### src/rtl/hazard_ctrl.sv
// Pipeline hazard controller: load-use and compare-operand stalls, control-flow flushes,
// whole-pipe freeze on data-memory wait states, plus stall statistics and a memory timeout flag.
module hazard_ctrl #(
   parameter int MEM_TIMEOUT = 64,
   parameter int CNT_W       = 16
) (
   input  logic             clk,
   input  logic             reset,
   input  logic [4:0]       ifid_rs,
   input  logic [4:0]       ifid_rt,
   input  logic             ifid_uses_rt,
   input  logic [2:0]       ifid_pcsrc,
   input  logic             branch_taken,
   input  logic [4:0]       idex_rd,
   input  logic             idex_regwr,
   input  logic             idex_memrd,
   input  logic [4:0]       exmem_rd,
   input  logic             exmem_regwr,
   input  logic             exmem_memrd,
   input  logic             dmem_req,
   input  logic             dmem_ready,
   output logic             pc_wr,
   output logic             ifid_wr,
   output logic             ifid_flush,
   output logic             idex_bubble,
   output logic             pipe_hold,
   output logic [CNT_W-1:0] stall_cnt,
   output logic             mem_err
);

   localparam int WC_W = $clog2(MEM_TIMEOUT + 1);

   typedef enum logic {RUN, MEM_WAIT} state_t;

   state_t          state;
   logic [WC_W-1:0] wait_cnt;

   logic ex_match, mem_match, is_cmp;
   logic lu, br_ex, br_mem, hz;
   logic freeze, redirect;

   // The compare path only stalls on MEM-stage loads, so the MEM write flag carries no extra information.
   logic unused_inputs;
   assign unused_inputs = exmem_regwr;

   assign ex_match  = (idex_rd != 5'd0) &&
                      ((idex_rd == ifid_rs) || (ifid_uses_rt && (idex_rd == ifid_rt)));
   assign mem_match = (exmem_rd != 5'd0) &&
                      ((exmem_rd == ifid_rs) || (ifid_uses_rt && (exmem_rd == ifid_rt)));
   assign is_cmp    = (ifid_pcsrc == 3'b001) || (ifid_pcsrc == 3'b011);

   assign lu     = idex_memrd && ex_match;
   assign br_ex  = is_cmp && idex_regwr && ex_match;
   assign br_mem = is_cmp && exmem_memrd && mem_match;
   assign hz     = lu || br_ex || br_mem;

   assign freeze   = (state == MEM_WAIT) || (dmem_req && !dmem_ready);
   assign redirect = (ifid_pcsrc == 3'b010) || (ifid_pcsrc == 3'b011) ||
                     ((ifid_pcsrc == 3'b001) && branch_taken);

   // Priority: reset > memory freeze > hazard stall > flush; a stall never flushes.
   always_comb begin
      pc_wr       = 1'b0;
      ifid_wr     = 1'b0;
      ifid_flush  = 1'b0;
      idex_bubble = 1'b0;
      pipe_hold   = 1'b0;
      if (reset) begin
         ifid_flush  = 1'b1;
         idex_bubble = 1'b1;
      end else if (freeze) begin
         pipe_hold = 1'b1;
      end else if (hz) begin
         idex_bubble = 1'b1;
      end else begin
         pc_wr      = 1'b1;
         ifid_wr    = 1'b1;
         ifid_flush = redirect;
      end
   end

   always_ff @(posedge clk) begin
      if (reset) begin
         state     <= RUN;
         wait_cnt  <= '0;
         stall_cnt <= '0;
         mem_err   <= 1'b0;
      end else begin
         if (!pc_wr && (stall_cnt != {CNT_W{1'b1}}))
            stall_cnt <= stall_cnt + 1'b1;
         case (state)
            RUN: begin
               if (dmem_req && !dmem_ready) begin
                  state    <= MEM_WAIT;
                  wait_cnt <= WC_W'(1);
               end
            end
            MEM_WAIT: begin
               if (dmem_ready) begin
                  state    <= RUN;
                  wait_cnt <= '0;
               end else if (wait_cnt >= WC_W'(MEM_TIMEOUT)) begin
                  // Stay frozen and hold the count; the error stays up until reset.
                  mem_err <= 1'b1;
               end else begin
                  wait_cnt <= wait_cnt + 1'b1;
               end
            end
            default: state <= RUN;
         endcase
      end
   end

endmodule

### config.mk
export PLATFORM = sky130hd
export DESIGN_NAME = hazard_ctrl
export DESIGN_NICKNAME = d
export VERILOG_FILES = /design/src/rtl/hazard_ctrl.sv
export SDC_FILE = /design/constraint.sdc
export NUM_CORES = 1
export LEC_CHECK = 0
export BUFFER_PORTS_ARGS = -buffer_cell sky130_fd_sc_hd__buf_2
export CORE_ASPECT_RATIO = 1.5
export CORE_MARGIN = 5
export CORE_UTILIZATION = 32
export CTS_BUF_LIST = sky130_fd_sc_hd__clkbuf_8 sky130_fd_sc_hd__clkbuf_16
export DETAILED_ROUTE_END_ITERATION = 6
export PLACE_DENSITY = 0.6
export REMOVE_ABC_BUFFERS = 1
export SYNTH_ARGS = -nofsm -noshare
export SYNTH_HDL_FRONTEND = slang
export SYNTH_SLANG_ARGS = --single-unit
### constraint.sdc
create_clock -name clk -period 2.7 [get_ports clk]
set_input_delay 0.27 -clock clk [delete_from_list [all_inputs] [get_ports clk]]
set_output_delay 0.27 -clock clk [all_outputs]
set_load 0.02 [all_outputs]
==> results of run 1 <==
## synthesized netlist by cell type (all sizes together), types with 3 or more instances
master / instances
xnor2: 20
and3: 3
nor3: 5
nand3: 6
nand4: 10
dfxtp: 25
nor2b: 7
o21ai: 12
buf: 4
xor2: 4
inv: 3
or3: 9
a21oi: 16
mux2: 5
nand2: 20
nor2: 19
## power by group through the flow
stage / logic, uW / clock network [uW] / registers [uW]
2_1_floorplan: 84.8 / 0 / 397
3_3_place_gp: 158 / 0 / 393
3_5_place_dp: 159 / 0 / 393
4_1_cts: 160 / 232 / 384
5_1_grt: 175 / 250 / 385
6_report: 158 / 224 / 384
## layer usage
metal / global-route usage, % / vias to the layer above / part of all wire (%)
met5: 0 / - / 0
met4: 4.90 / 0 / 1.8
met3: 1.97 / 6 / 7.3
met2: 22.2 / 48 / 50
met1: 13.4 / 698 / 41
li1: - / 790 / -
## flip-flops by register name (all words and copies together) (netlist names)
| signal | cells |
|---|---|
| wait_cnt | 7 |
| stall_cnt | 16 |
| mem_err | 1 |
| state | 1 |
## critical path, delay by kind of cell, from the launching register on
kind | cells | cell delay [ns]
adder cells (fa/ha/maj) | 1 | 0.21
buffers and inverters | 1 | 0.23
flip-flops | 1 | 0.39
multiplexers | 1 | 0.31
AND/OR/NAND/NOR | 5 | 0.87
## area by class of cell
type / count / area, um2
clock inverter: 1 / 5.00
timing repair buffer: 56 / 288
inverter: 3 / 11.3
clock buffer: 3 / 41.3
multi-input combinational: 158 / 1070
sequential: 25 / 500
fill: 541 / 3040
tap: 68 / 85.1
## metrics by stage
step	util, %	cells	setup slack (ns)
after floorplan	-	186	0.387
after global placement	38.8	310	0.569
after detailed placement	38.8	310	0.542
after CTS	39.7	314	0.541
after global routing	39.7	314	0.319
final	39.7	314	0.573
## kinds of logic after synthesis
| kind of cell | synth area share [%] |
|---|---|
| AO/OA/AOI/OAI | 18.7 |
| XOR/XNOR | 12.8 |
| adder cells (fa/ha/maj) | 1.53 |
| buffers and inverters | 3.82 |
| flip-flops | 30.6 |
| multiplexers | 4.05 |
| AND/OR/NAND/NOR | 28.4 |
## worst max path at each step
| stage | startpoint | to | slack [ns] | cells after the start |
|---|---|---|---|---|
| after global routing | stall_cnt[0]$_SDFFE_PP0P_ | stall_cnt[12]$_SDFFE_PP0P_ | 0.32 | 8 |
| after detailed placement | idex_rd[0] | stall_cnt[8]$_SDFFE_PP0P_ | 0.54 | 8 |
| final | stall_cnt[0]$_SDFFE_PP0P_ | stall_cnt[12]$_SDFFE_PP0P_ | 0.57 | 8 |
| after floorplan | ifid_rt[4] | stall_cnt[0]$_SDFFE_PP0P_ | 0.39 | 6 |
| after CTS | stall_cnt[0]$_SDFFE_PP0P_ | stall_cnt[12]$_SDFFE_PP0P_ | 0.54 | 8 |
| after global placement | stall_cnt[0]$_SDFFE_PP0P_ | stall_cnt[12]$_SDFFE_PP0P_ | 0.57 | 8 |
==> impl_metrics.csv, run 1 <==
group,metric,value,unit
outcome,status,"finished, final reports clean",
setup_path,cpPeakStageDelay,0.39,ns
die,io_pins,55,
detailed_routing,drt_iter0_markers,22,
sta,rsz0062_at_grt,"false",
synthesis,syn_inst,192,
synthesis,synth_edf_count,0,
synthesis,yosys_warnings,0,
setup_path,cp.required,2.86,ns
synthesis,synth_area_leader_cell,"dfxtp_1",
setup_path,crit_chain,"ha_1 -> nand2_1 -> nor4_2 -> nand3_1 -> buf_4 -> nand2_1 -> nor3_1 -> mux2_1",
min_path,hp-class,"in2reg",
job,cap_violations,0,
setup_path,slowest_stage,"dfxtp_1",
setup_path,cp-end-kind,"flop",
cts,clk_pin_slew,0.09,ns
synthesis,async_flop_share,0,%
cts,cts_buffer_depth,2,
synthesis,synth.ff_latch_count,25,
cts,postCtsSetupBuffers,0,
setup_path,critPathLaunchType,"flop",
detailed_routing,drtPass1Iterations,4,
detailed_routing,viasPerCell,4.91,
cts,clk_latency,0.27,ns
synthesis,synth.avg_cell_area,8.52,um2
sta,holdWs,0.220,ns
sta,max_slew_margin,62.0,%
synthesis,syn_area,1640,um2
placed_design,dp_hpwl,3180,um
setup_path,worstRegToRegCells,8,
power_and_ir_drop,internal-power,545,uW
placed_design,routabilityCongestion,0.762,
die,rows,32,
cts,post_cts_resized,0,
cts,htree_levels,1,
final_layout,drive_gt1_share,33.3,%
cts,root_buffer,"clkbuf_8",
synthesis,synth_top_area_share,30.6,%
detailed_routing,drc,0,
cts,cts_made_buffers,3,
placed_design,portBuffers,53,
setup_path,crit_fanout,7,
setup_path,worstPathArrival,2.29,ns
cts,cts_tree,"done",
global_routing,grt_pass1_wl,6450,um
global_routing,grt.total_usage,12.3,%
power_and_ir_drop,p_total,766,uW
synthesis,seq_area_frac_synth,30.6,%
power_and_ir_drop,combPwrFrac,20.7,%
power_and_ir_drop,power_switching,220,uW
final_layout,syn_to_final_growth,22.5,%
die,fp.dieH,97.6,um
power_and_ir_drop,p_sw_share,28.7,%
final_layout,diodes,0,
final_layout,postLayoutCellArea,2000,um2
min_path,holdPathStages,2,
setup_path,critPathKind,"reg2reg",
sta,timing.final.crit_share,78.8,%
die,initial_core_util,32.4,%
die,die-area,6670,um2
setup_path,path_common_cell,"nand2_1",
global_routing,grt_pass1_vias,1532,
final_layout,nets,282,
synthesis,synthTopCellsByArea,"dfxtp_1, xnor2_1, a21oi_2",
detailed_routing,totalWireLength,3980,um
sta,setup_viol,0,
power_and_ir_drop,p_leak,0.000784,uW
power_and_ir_drop,clockPowerShare,29.2,%
global_routing,antenna_found_initial,0,
placed_design,placed_cell_area,1960,um2
power_and_ir_drop,vdd_drop_max,0.205,mV
setup_path,reg2reg_setup_slack,0.57,ns
sta,hold_violations,0,
power_and_ir_drop,seqPwrFrac,50.1,%
sta,tightestPinTransition,0.564,ns
sta,tns,0,ns
cts,cts_sinks,25,
die,coreArea,5040,um2
sta,drv_slew,0,
setup_path,regToRegEndpoint,"stall_cnt[12]$_SDFFE_PP0P_",
synthesis,synth.distinct_cells,41,
global_routing,grt_start_max_net_pins,28,
sta,max_freq,0.470,GHz
power_and_ir_drop,powerDensity,382,nW/um2
detailed_routing,vias,1542,
final_layout,final_cell_mix,"buf_2, dfxtp_1, xnor2_1, nand2_1, nor2_1",
sta,finClkSkew,0.00489,ns
synthesis,synthFlopType,"dfxtp_1",
detailed_routing,routedWlPerCell,12.7,um
die,dieWidth,68.4,um
global_routing,grt_overflow,0,
setup_path,regToRegStartpoint,"stall_cnt[0]$_SDFFE_PP0P_",
cts,postCtsHoldBufs,0,
detailed_routing,ant_nets,0,
min_path,hold_path.startpoint,"dmem_ready",
sta,min_period,2.13,ns
min_path,min_to,"state$_SDFF_PP0_",
final_layout,layout_commonest_cell,"buf_2",
Note: power is estimated with default switching activity, not from simulation.
==> run 2: changes to the inputs <==
- ABC_AREA: default -> 1
- PLACE_DENSITY: 0.6 -> 0.61
- clock period: 2.7 -> 1.7 ns (I/O delays scaled with it)
==> run 2 against run 1 <==
- wire length rose by 23%
- largest cell class unchanged
- global-route usage rose by 1.1 points
- critical path type unchanged
- count of clock-buffer cells in the layout did not move
- core utilization rose by 4.0 points
- sequential share of layout area fell by 3.9 points
- sequential cell count did not move
==> impl_metrics.csv, run 2 <==
group,metric,value,unit
sta,min_period,1.64,ns
final_layout,nets,396,
final_layout,layout_commonest_cell,"nand2_1",
die,coreArea,5450,um2
synthesis,synthFlopType,"dfxtp_1",
sta,max_freq,0.608,GHz
setup_path,cp.required,1.88,ns
setup_path,crit_family,"simple AND/OR/NAND/NOR gates",
power_and_ir_drop,internal-power,872,uW
power_and_ir_drop,p_leak,0.00119,uW
die,fp.dieH,101,um
die,rows,33,
die,io_pins,55,
min_path,min_to,"state$_SDFF_PP0_",
final_layout,regMostFlops,"stall_cnt",
detailed_routing,vias,2053,
global_routing,busiest_layer,"met2",
synthesis,synthTopCellsByCount,"nand2_1, inv_1, nand3_1",
final_layout,register_area,503,um2
setup_path,worstRegToRegCells,9,
sta,final.setup.worst_slack,0.0560,ns
cts,clk_latency,0.27,ns
sta,timing.final.crit_share,96.7,%
die,die-area,7190,um2
cts,cts_tree,"done",
synthesis,seq_area_frac_synth,28.1,%
final_layout,syn_to_final_growth,33.7,%
setup_path,worstPathArrival,1.82,ns
power_and_ir_drop,power_switching,378,uW
setup_path,cp-end-kind,"flop",
die,initial_core_util,32.7,%
synthesis,synth_edf_count,0,
placed_design,portBuffers,53,
cts,cts_made_buffers,3,
sta,tightestPinTransition,0.350,ns
setup_path,slowest_stage,"dfxtp_2",
placed_design,routabilityCongestion,0.838,
global_routing,antenna_found_initial,0,
global_routing,grt_pass1_vias,1944,
placed_design,placed_cell_area,2230,um2
sta,drv_slew,0,
global_routing,grt_overflow,0,
synthesis,yosysMostFrequentCell,"nand2_1",
final_layout,drive_gt1_share,27.8,%
synthesis,synthTopCellsByArea,"dfxtp_1, nand2_1, nand3_1",
final_layout,top_regs,"stall_cnt (16), wait_cnt (7)",
global_routing,grt_util_met1,14.2,%
placed_design,dp_slack,0.0438,ns
sta,setup_viol,0,
final_layout,postLayoutCellArea,2380,um2
placed_design,dp_hpwl,3860,um
global_routing,grt_start_max_net_pins,20,
sta,rsz0062_at_grt,"true",
min_path,hp-class,"in2reg",
detailed_routing,drtPass1Iterations,4,
global_routing,grt_use_met2,25.7,%
global_routing,grt_pass1_wl,7980,um
synthesis,synth.avg_cell_area,6.21,um2
synthesis,syn_area,1780,um2
power_and_ir_drop,powerDensity,524,nW/um2
global_routing,grt.total_usage,13.3,%
synthesis,syn_inst,287,
sta,finClkSkew,0.00406,ns
final_layout,diodes,0,
setup_path,cpPeakStageDelay,0.36,ns
cts,root_buffer,"clkbuf_8",
sta,max_slew_margin,76.4,%
detailed_routing,routedWlPerCell,11.4,um
synthesis,synth_top_area_share,28.1,%
setup_path,regToRegStartpoint,"stall_cnt[0]$_SDFFE_PP0P_",
final_layout,largest_reg_flops,16,
cts,clk_pin_slew,0.09,ns
outcome,status,"finished, final reports clean",
synthesis,synth_area_leader_cell,"dfxtp_1",
detailed_routing,viasPerCell,4.77,
final_layout,final_cell_mix,"nand2_1, buf_2, inv_1, nand3_1, nor2_1",
detailed_routing,ant_nets,0,
cts,cts_sinks,25,
setup_path,regToRegEndpoint,"stall_cnt[0]$_SDFFE_PP0P_",
power_and_ir_drop,combPwrFrac,22.6,%
final_layout,fill_cells,591,
min_path,holdPathStages,3,
power_and_ir_drop,clockPowerShare,28.9,%
setup_path,critPathKind,"reg2reg",
cts,postCtsHoldBufs,0,
setup_path,critPathLaunchType,"flop",
synthesis,synth.distinct_cells,32,
cts,cts_buffer_depth,2,
synthesis,async_flop_share,0,%
power_and_ir_drop,p_sw_share,30.2,%
cts,htree_levels,1,
synthesis,synth.ff_latch_count,25,
detailed_routing,drt_iter0_markers,95,
job,cap_violations,0,
min_path,hold_path.startpoint,"dmem_req",
setup_path,reg2reg_setup_slack,0.06,ns
power_and_ir_drop,seqPwrFrac,48.5,%
die,dieWidth,70.9,um
global_routing,grtUsageMet3,1.79,%
power_and_ir_drop,vdd_drop_max,0.284,mV
sta,hold_violations,0,
detailed_routing,drc,0,
setup_path,crit_buf_inv,1,
final_layout,multi_input_area,1150,um2
detailed_routing,totalWireLength,4910,um
synthesis,yosys_warnings,0,
setup_path,crit_chain,"ha_4 -> nand3_4 -> nor2_4 -> nand2_2 -> nor3_4 -> nand4_4 -> buf_6 -> a21oi_1 -> nor2_1",
setup_path,crit_fanout,8,
run 2: changes by cell type after synthesis, moves of 4 or more:
cell | previous run | this run
a21oi_1 | 7 | 22
nand3_1 | 6 | 29
xnor2_1 | 20 | 6
a21oi_2 | 9 | 0
xor2_1 | 4 | 11
nor2_1 | 19 | 28
inv_2 | 0 | 4
or3_1 | 9 | 0
o21ai_2 | 9 | 0
nand4_1 | 10 | 4
mux2_1 | 5 | 0
nor2b_1 | 7 | 0
inv_1 | 3 | 38
nand2_1 | 20 | 84
run 2: logic make-up after synthesis:
family	synth area share, %
adders and majority gates	1.40
and+or+nand+nor	41.6
AOI/OAI and AO/OA	9.69
xor gates and xnor gates	8.36
DFF	28.1
buffers and inverters	10.9
run 2: metrics by stage:
stage	power, uW	TNS, ns	cells	hold slack [ns]	util, %
floorplan	757	-2.75	281	0.239	-
global placement	881	0	422	0.422	41.0
detailed placement	884	0	422	0.441	41.0
CTS	1250	0	426	0.141	42.0
global route	1320	-0.182	430	0.183	43.7
finish	1250	0	430	0.150	43.7
run 2: area by class of cell:
| cell class | instances | area share (%) |
|---|---|---|
| inverters | 42 | 6.62 |
| repair buffers | 74 | 18.2 |
| clock inverters | 1 | 0.158 |
| multi-input cells | 215 | 48.5 |
| clock buffers | 3 | 1.73 |
| flip-flops and latches | 25 | 21.1 |
| well taps | 70 | 3.68 |
run 2: worst max path at each step:
stage,slack [ns],cells after the start,to,startpoint
2_1_floorplan,-0.18,9,stall_cnt[14]$_SDFFE_PP0P_,stall_cnt[0]$_SDFFE_PP0P_
3_3_place_gp,0.08,10,stall_cnt[11]$_SDFFE_PP0P_,exmem_rd[0]
3_5_place_dp,0.04,10,stall_cnt[14]$_SDFFE_PP0P_,exmem_rd[0]
4_1_cts,0.07,9,stall_cnt[0]$_SDFFE_PP0P_,stall_cnt[0]$_SDFFE_PP0P_
5_1_grt,-0.04,10,stall_cnt[0]$_SDFFE_PP0P_,stall_cnt[0]$_SDFFE_PP0P_
6_report,0.06,9,stall_cnt[0]$_SDFFE_PP0P_,stall_cnt[0]$_SDFFE_PP0P_
run 2: worst reg2reg max path: cells and delay by family (launching register included):
kind | cells | cell delay, ns
flip-flops | 1 | 0.36
adder cells (fa/ha/maj) | 1 | 0.15
buffers and inverters | 1 | 0.21
AO/OA/AOI/OAI | 1 | 0.13
AND/OR/NAND/NOR | 6 | 0.68
run 2: metal layers:
layer  part of all wire, %  vias up
li1                      -     1060
met1                    41      916
met2                    52       68
met3                   5.6        9
met4                   2.1        0
met5                     0        -
run 2: repair_timing:
action	CTS	global route
setup buffers	0	2
gates cloned	0	2
setup endpoints to repair	2	18
resized for setup	1	17
pin swaps	0	1
run 2: power groups by stage:
stage	Combinational (uW)	Sequential, uW	Clock [uW]
2_1_floorplan	130	627	0
3_3_place_gp	265	616	0
3_5_place_dp	268	616	0
4_1_cts	272	602	372
5_1_grt	317	608	392
6_report	282	606	361
